File: config.mk
export PLATFORM = sky130hd
export DESIGN_NAME = fetch_unit
export DESIGN_NICKNAME = d
export VERILOG_FILES = /design/src/rtl/fetch_unit.sv
export SDC_FILE = /design/constraint.sdc
export NUM_CORES = 1
export LEC_CHECK = 0
export ABC_CLOCK_PERIOD_IN_PS = 6150
export CAP_MARGIN = 20
export CORE_ASPECT_RATIO = 1.2
export CORE_MARGIN = 2
export CORE_UTILIZATION = 58
export DETAILED_ROUTE_END_ITERATION = 16
export MAX_ROUTING_LAYER = met4
export PLACE_DENSITY = 0.85
export SLEW_MARGIN = 20
export SYNTH_ARGS = -nofsm -noshare
export SYNTH_HDL_FRONTEND = slang
export SYNTH_SLANG_ARGS = --single-unit
File: constraint.sdc
create_clock -name clk -period 6.15 [get_ports clk]
set_input_delay 1.5375 -clock clk [delete_from_list [all_inputs] [get_ports clk]]
set_output_delay 1.5375 -clock clk [all_outputs]
set_load 0.01 [all_outputs]
File: src/rtl/fetch_unit.sv
// Instruction fetch front end: synchronous-RAM fetch feeding a 2-entry decode FIFO.
// Define FETCH_PERF_CNT_EN to add the fetch_cnt / redir_cnt performance counters.
//
// state  | meaning
// -------+--------------------------------------------------------------
// S_IDLE | waiting for start; no requests issued
// S_RUN  | fetching; FIFO and in-flight tag active
// S_HALT | stop instruction consumed; only reset leaves this state
module fetch_unit #(
    parameter logic [31:0] RESET_PC = 32'h0000_0000,
    parameter int          IMEM_AW  = 14
) (
    input  logic               clk,
    input  logic               rstn,
    input  logic               start,
    output logic               imem_en,
    output logic [IMEM_AW-1:0] imem_addr,
    input  logic [31:0]        imem_rdata,
    output logic               dec_valid,
    input  logic               dec_ready,
    output logic [31:0]        pc,
    output logic [31:0]        inst,
    input  logic               redir_valid,
    input  logic [31:0]        redir_pc,
    input  logic               halt,
    output logic               halted
`ifdef FETCH_PERF_CNT_EN
    ,
    output logic [31:0]        fetch_cnt,
    output logic [31:0]        redir_cnt
`endif
);

    typedef enum logic [1:0] {
        S_IDLE = 2'd0,
        S_RUN  = 2'd1,
        S_HALT = 2'd2
    } state_t;

    state_t      state;
    logic [31:0] fetch_pc;

    logic [31:0] q_pc   [2];
    logic [31:0] q_inst [2];
    logic [1:0]  fifo_count;

    logic        if_valid;
    logic        if_kill;
    logic [31:0] if_pc;

    logic        run;
    logic        flush;
    logic        pop;
    logic        push;
    logic        wr_slot;
    logic [2:0]  occ;

    always_comb begin
        run     = (state == S_RUN);
        flush   = run & (redir_valid | halt);
        // A handshake in a redirect cycle is void: the entry belongs to the old stream.
        pop     = dec_valid & dec_ready & ~redir_valid;
        push    = if_valid & ~if_kill & ~flush;
        occ     = {1'b0, fifo_count} + {2'b00, if_valid} - {2'b00, pop};
        wr_slot = ((fifo_count - {1'b0, pop}) != 2'd0);
        imem_en = run & ~redir_valid & ~halt & (occ < 3'd2);
    end

    assign imem_addr = fetch_pc[IMEM_AW+1:2];
    assign dec_valid = (fifo_count != 2'd0);
    assign pc        = q_pc[0];
    assign inst      = q_inst[0];

    always_ff @(posedge clk or negedge rstn) begin
        if (!rstn) begin
            state      <= S_IDLE;
            halted     <= 1'b0;
            fetch_pc   <= RESET_PC;
            fifo_count <= 2'd0;
            q_pc[0]    <= '0;
            q_pc[1]    <= '0;
            q_inst[0]  <= '0;
            q_inst[1]  <= '0;
            if_valid   <= 1'b0;
            if_kill    <= 1'b0;
            if_pc      <= '0;
        end else begin
            case (state)
                S_IDLE: begin
                    if (start) begin
                        state <= S_RUN;
                    end
                end
                S_RUN: begin
                    if (halt && !redir_valid) begin
                        state  <= S_HALT;
                        halted <= 1'b1;
                    end
                end
                S_HALT: begin
                    halted <= 1'b1;
                end
                default: begin
                    state  <= S_IDLE;
                    halted <= 1'b0;
                end
            endcase

            if (run) begin
                if (redir_valid) begin
                    fetch_pc <= redir_pc;
                end else if (imem_en) begin
                    fetch_pc <= fetch_pc + 32'd4;
                end
            end

            // Tag describes the read data that returns in the following cycle.
            if_valid <= imem_en;
            if_kill  <= flush;
            if (imem_en) begin
                if_pc <= fetch_pc;
            end

            if (flush) begin
                fifo_count <= 2'd0;
            end else begin
                if (pop) begin
                    q_pc[0]   <= q_pc[1];
                    q_inst[0] <= q_inst[1];
                end
                if (push) begin
                    if (wr_slot) begin
                        q_pc[1]   <= if_pc;
                        q_inst[1] <= imem_rdata;
                    end else begin
                        q_pc[0]   <= if_pc;
                        q_inst[0] <= imem_rdata;
                    end
                end
                fifo_count <= fifo_count - {1'b0, pop} + {1'b0, push};
            end
        end
    end

`ifdef FETCH_PERF_CNT_EN
    always_ff @(posedge clk or negedge rstn) begin
        if (!rstn) begin
            fetch_cnt <= '0;
            redir_cnt <= '0;
        end else begin
            if (pop) begin
                fetch_cnt <= fetch_cnt + 32'd1;
            end
            if (run && redir_valid) begin
                redir_cnt <= redir_cnt + 32'd1;
            end
        end
    end
`endif

endmodule

After elaboration in Yosys (flattened, before gate mapping). Cells that the tools add are included. W data, S select, Z words.

Logic and storage cells: 62. Flip-flop bits (word level): 199. Output and inout port bits: 81. Bits of input ports: 70.

Equality and inequality tests: 4. Magnitude comparators: 1. Reductions and logical operators: 10. $add $sub $neg: 5. Muxes and demuxes: 16. Bitwise logic cells: 15.

Operators by type and width (count): $mux W32 (8); $mux W64 (2); $add A32 B3 Y32 const B (1); $and A1 B1 Y1 (8); $mux W2 (3); $not A1 Y1 (6); $pmux W2 S3 (1); $reduce_and A3 Y1 (2); $reduce_bool A2 Y1 (3); $reduce_and A2 Y1 (2); $add A2 B1 Y3 (1); $lt A3 B2 Y1 const B (1); $pmux W1 S3 (1); $sub A3 B1 Y3 (1); $add A2 B1 Y2 (1); $eq A2 B1 Y1 const B (1); $eq A2 B2 Y1 const B (1); $logic_not A2 Y1 (1); $ne A2 B1 Y1 const B (1); $ne A2 B2 Y1 const B (1); $sub A2 B1 Y2 (1); $logic_and A1 B1 Y1 (1); $logic_not A1 Y1 (1); $mux W1 (1); $or A1 B1 Y1 (1).

Longest topological paths before layout. Gate-level depths: netlist of the first run.

Depth in word-level cells: 8. Gate-level depth with buffers: 13. Mapped depth without buffers: 11.

Worst setup path before layout of the first run. No wires, ideal clock.

Kind: input to output. Start point: input redir_valid. End point: output imem_en. Path buffers: 3. Data arrival time: 3.674 ns. Cell stages on the path: 11. Setup slack: 0.939 ns. Path through: buf_6 -> clkinv_1 -> o211ai_1 -> nor2_1 -> o21ai_0 -> fa_1 -> nor4bb_1 -> nand2_1 -> inv_1 -> buf_2 -> buf_2.

Cells in the longest elaborated chain, start to end: 5. Elaborated cells on any way between the ends: 7. Those cells by class: add/sub: 1; order compare: 1; bitwise: 5.

Ends and longest elaborated chain: from (decl) (RTL line 23) `input logic redir_valid,`; $not A1 Y1 (*) (RTL line 62, 66); $and A1 B1 Y1 (RTL line 62) `pop = dec_valid & dec_ready & ~redir_valid;`; $sub A3 B1 Y3 (RTL line 64) `occ = {1'b0, fifo_count} + {2'b00, if_valid} - {2'b00, pop};`; $lt A3 B2 Y1 (RTL line 66) `imem_en = run & ~redir_valid & ~halt & (occ < 3'd2);`; $and A1 B1 Y1 (*) (RTL line 66); to (decl) (RTL line 16) `output logic imem_en,`.

Every way passes the cells marked *; elsewhere a longest branch is shown, timed or not.

Worst setup path after layout of the first run. Ends and elaborated chain as after synthesis.

==> results of run 1 <==
per-layer routing:
metal / up-vias / GRT usage / routed length, um
met1: 3234 / 0.319 / 8680
met2: 194 / 0.371 / 9310
met5: - / - / 0
met4: 0 / 0.0770 / 251
met3: 19 / 0.0381 / 951
li1: 3169 / - / -
sequential cells by signal, summed over array words and instances (netlist names):
register,flops
fetch_pc,32
fifo_count,2
halted,1
if_kill,1
if_pc,32
if_valid,1
inst,32
pc,32
q_inst,32
q_pc,32
state,2
cell type report:
class,instances,area share
clock buffer,18,0.0383
sequential,199,0.445
clock inverter,10,0.0141
timing repair buffer,161,0.143
inverter,11,0.00369
tap,212,0.0237
multi-input combinational,566,0.332
worst max-delay path: stages:
cell,delay [ns]
clkdlybuf4s50_1,0.48
clkinv_1,0.11
o211ai_1,0.21
and2_1,0.19
o21ai_0,0.09
fa_1,0.52
nor4bb_1,0.26
nand2_1,0.10
inv_1,0.07
clkdlybuf4s50_1,0.53
placed cells by master (no fill, tap or decap), types with 14 or more instances in the layout:
master	count
a21oi_1	89
clkbuf_16	17
clkdlybuf4s50_1	149
dfrtp_1	199
mux2_1	60
mux2i_1	66
nand2_1	107
nand3_1	14
nor2_1	82
o21ai_0	26
final timing paths:
path	startpoint	end	cells after the start
setup / recovery	redir_valid	imem_en	10
hold / removal	fetch_pc[1]	fetch_pc[1]	2
setup reg to reg	fifo_count[1]	fetch_pc[30]	9
hold reg to reg	fetch_pc[1]	fetch_pc[1]	2
max in group asynchronous	rstn	q_inst[25]	2
min in group asynchronous	rstn	halted	1
cells by family after synthesis:
family,synth area share
AO/OA/AOI/OAI,0.0973
XOR/XNOR,0.00365
adder cells (fa/ha/maj),0.0125
buffers and inverters,0.0970
multiplexers,0.150
flip-flops,0.518
AND/OR/NAND/NOR,0.122
power by group through the flow:
stage          Combinational [mW]  Clock (mW)  Sequential (mW)
6_report                     1.59        1.12             2.21
5_1_grt                      1.76        1.20             2.28
4_1_cts                      1.61        1.15             2.21
3_5_place_dp                 1.60           0             2.22
3_3_place_gp                 1.54           0             2.20
2_1_floorplan                1.26           0             2.08
through the flow:
step / std cells / util / hold WS, ns
after CTS: 1177 / 0.691 / 0.484
after floorplan: 908 / - / 0.440
after global placement: 1149 / 0.654 / 0.459
final: 1177 / 0.691 / 0.480
after detailed placement: 1149 / 0.654 / 0.466
after global routing: 1177 / 0.691 / 0.505
==> results.cfg, run 1 <==
[pwr]
netSwitchingFraction = 0.324
leakage_nw = 5.05
p_sw_mw = 1.60
total_power_mw = 4.92
irDropWorstVdd_mv = 0.252
p_int_mw = 3.33
seqPwrFrac = 0.449
clock_power_share = 0.228
p_per_area_nw_per_um2 = 440
comb_power_share = 0.323

[route]
postRouteAntennaNets = 0
drc = 0
first_iter_violations = 480
drt-vias-per-instance = 5.62
wl_per_cell_um = 16.3
totalWireLength_um = 19200
vias = 6616
dr.pass1.iters = 5

[grt]
grt_max_degree = 113
grt_pass1_wl_um = 32600
grt_pass1_vias = 6554
grt_antenna_before_repair = 0
gr-total-overflow = 0
grt.total_usage = 0.237

[sta]
final_max_slew_viol_count = 0
slew_headroom = 0.340
fmax_mhz = 177
tightest_slew_ns = 0.988
finalSetupViolCount = 0
layout_setup_ws_ns = 0.510
finalHoldViolCount = 0
fin_crit_ns = 5.64
rsz0062_at_grt = false
setup_tns_ns = 0
finClkSkew_ns = 0.00687
period_share = 0.917

[cts]
cts_buffers = 17
ctsResizeCount = 0
clk_latency_ns = 0.42
post-cts-setup-buffer-count = 0
h-tree-depth = 4
root_buffer = clkbuf_16
path_clk_slew_ns = 0.06
holdBufCountCts = 0
cts_tree = done
cts.sinks = 199
clock_path_buffers = 2

[placement]
gp_congestion = 0.842
dpl.hpwl_um = 12900
placed_area_um2 = 10600
port_buffers = 150
dp_slack_ns = 0.511

[yosys]
syn_nets = 987
synth_cell_types = 64
synth_ff_type = dfrtp_1
synth_common_cells = 199 x dfrtp_1, 107 x nand2_1, 89 x a21oi_1
yosysMostFrequentCell = dfrtp_1
synthesis.area_um2 = 9610
async_flop_share = 1.00
ys_warn_count = 0
synth_top_area_share = 0.518
synth_cells = 908
synthTopCellsByArea = dfrtp_1 52%, mux2_1 7.0%, mux2i_1 6.9%
ys_seq_elements = 199
synth_edf_count = 0
synth_top_cell_by_area = dfrtp_1
avgSynthCellArea_um2 = 10.6
yosysSeqAreaShare = 0.518

[final_layout]
antenna_cells = 0
ff_latch_area_um2 = 4980
fin_area_um2 = 11200
nets = 1035
multi_input_area_um2 = 3720
drive_above_1_share = 0.0632
nFillCells = 1274
area_delta_synth_final_pct = 16.5

[die]
die_w_um = 122
io_pins = 151
fp.dieH_um = 145
die_area_um2 = 17600
core_um2 = 16200
start_util = 0.593
num_rows = 51

[critical_path]
reg2reg_slack_ns = 2.88
critical_path.endpoint_type = output port
critPathKind = in2out
start_kind = primary input
critical_path_required_ns = 4.61
critical_path_arrival_ns = 4.10
path_max_fanout = 4

[status]
status = finished clean

[worst_hold_path]
hold_class = reg2reg

[job]
cap_violations = 0
Power figures use the tool's default switching activity.
==> run 2: changes to the inputs <==
- CORE_UTILIZATION: 58 -> 23
- PLACE_DENSITY: 0.85 -> 0.41
- SKIP_LAST_GASP: unset -> 1
- SLEW_MARGIN: 20 -> 25
==> results.cfg, run 2 (synthesis results as in run 1) <==
[final_layout]
nets = 1036
ff_latch_area_um2 = 4980
antenna_cells = 0
drive_above_1_share = 0.0670
layout_commonest_cell = dfrtp_1
multi_input_area_um2 = 3720
nFillCells = 4373
area_delta_synth_final_pct = 21.6
final_cell_mix = 199 x dfrtp_1, 149 x clkdlybuf4s50_1, 107 x nand2_1

[critical_path]
critPathTopFamily = buffers and inverters
critical_path_arrival_ns = 4.06
crit_top_cell = clkdlybuf4s50_1
cp_slowest_stage_delay_ns = 0.54
critical_path.endpoint_type = output port
start_kind = primary input
cp_num_buf_inv = 4
critPathKind = in2out
path_max_fanout = 4
critical_path_required_ns = 4.61
path_cells = clkdlybuf4s50_1 -> clkinv_1 -> o211ai_1 -> and2_1 -> o21ai_0 -> fa_1 -> nor4bb_1 -> nand2_1 -> inv_1 -> clkdlybuf4s50_1
critPathSlowestCell = clkdlybuf4s50_1

[cts]
holdBufCountCts = 0
root_buffer = clkbuf_16
ctsResizeCount = 0
clk_latency_ns = 0.45
cts_tree = done
clock_path_buffers = 2
path_clk_slew_ns = 0.08
cts_buffers = 17
post-cts-setup-buffer-count = 0
h-tree-depth = 4
cts.sinks = 199

[sta]
rsz0062_at_grt = false
finalSetupViolCount = 0
final_max_slew_viol_count = 0
slew_headroom = 0.442
timing.hold.ws_ns = 0.481
finalHoldViolCount = 0
period_share = 0.911
setup_tns_ns = 0
layout_setup_ws_ns = 0.548
finClkSkew_ns = 0.00824
fmax_mhz = 178
fin_crit_ns = 5.60
tightest_slew_ns = 0.837

[pwr]
seqPwrFrac = 0.444
p_per_area_nw_per_um2 = 428
irDropWorstVdd_mv = 0.191
clock_power_share = 0.235
p_sw_mw = 1.71
total_power_mw = 5.00
p_int_mw = 3.29
comb_power_share = 0.321
netSwitchingFraction = 0.343
leakage_nw = 5.08

[die]
fp.dieH_um = 228
num_rows = 82
die_w_um = 191
die_area_um2 = 43400
core_um2 = 41400
start_util = 0.232
io_pins = 151

[grt]
grt_pass1_wl_um = 39100
grt.total_usage = 0.119
gr-total-overflow = 0
grt_max_degree = 107
grt_antenna_before_repair = 0
grt_pass1_vias = 6439

[worst_hold_path]
hold_class = reg2reg

[route]
dr.pass1.iters = 4
wl_per_cell_um = 16.1
totalWireLength_um = 24400
drt-vias-per-instance = 4.25
first_iter_violations = 259
drc = 0
postRouteAntennaNets = 0
vias = 6444

[placement]
gp_congestion = 0.735
port_buffers = 150
dpl.hpwl_um = 16100
dp_slack_ns = 0.522

[job]
cap_violations = 0

[status]
status = finished clean
[run 2: cell count changes in the layout (fill, tap and decap cells not counted)]
cell / change
buf_4: -3
clkbuf_1: +1
bufinv_16: -2
clkinv_4: +3
buf_12: +4
clkbuf_8: +2
inv_8: +2
clkinv_2: -3
inv_6: +1
[run 2: path summary, 6_finish.rpt]
check                              start  slack [ns]           end  depth (start not counted)
min in group asynchronous           rstn        1.17      inst[27]                          1
min reg2reg                  fetch_pc[0]        0.48   fetch_pc[0]                          2
min                          fetch_pc[0]        0.48   fetch_pc[0]                          2
max in group asynchronous           rstn        3.88        pc[28]                          2
max reg2reg                fifo_count[1]        2.75  fetch_pc[30]                          9
max                          redir_valid        0.55       imem_en                         10
[run 2: worst min-delay path: cells and delay by family, from the launching register on]
kind	cells	cell delay [ns]
DFF	1	0.35
and+or+nand+nor	2	0.10
[run 2: stage by stage]
stage                     cells  area [um^2]  utilization
after floorplan             908         9610            -
after global placement     1484        11100        0.267
after detailed placement   1484        11100        0.267
after CTS                  1516        11700        0.282
after global routing       1516        11700        0.282
final                      1516        11700        0.282
[run 2: metal layers]
metal  part of all wire  up-vias  routed length (um)  global-route usage
met5                  0        -                   0                   -
met4              0.014        0                 331              0.0380
met3              0.036       18                 887              0.0252
met2               0.46      109               11200               0.182
met1               0.49     3149               12000               0.158
li1                   -     3168                   -                   -
[run 2: final cells by class]
cell class	count	share of cell area
Multi-Input combinational cell	566	0.318
Clock inverter	11	0.0120
Timing Repair Buffer	162	0.142
Sequential cell	199	0.426
Inverter	11	0.00353
Clock buffer	21	0.0394
Tap cell	546	0.0585
[run 2: power by group through the flow]
stage / Combinational, mW / Sequential [mW] / Clock (mW)
global route: 1.79 / 2.30 / 1.28
floorplan: 1.26 / 2.08 / 0
finish: 1.61 / 2.22 / 1.17
global placement: 1.62 / 2.24 / 0
CTS: 1.64 / 2.23 / 1.23
detailed placement: 1.64 / 2.25 / 0
==> run 3: changes to the inputs <==
- SETUP_SLACK_MARGIN: unset -> 0.3
==> results of run 3 <==
No change in the layout: final DEF, timing and power equal those of run 2.
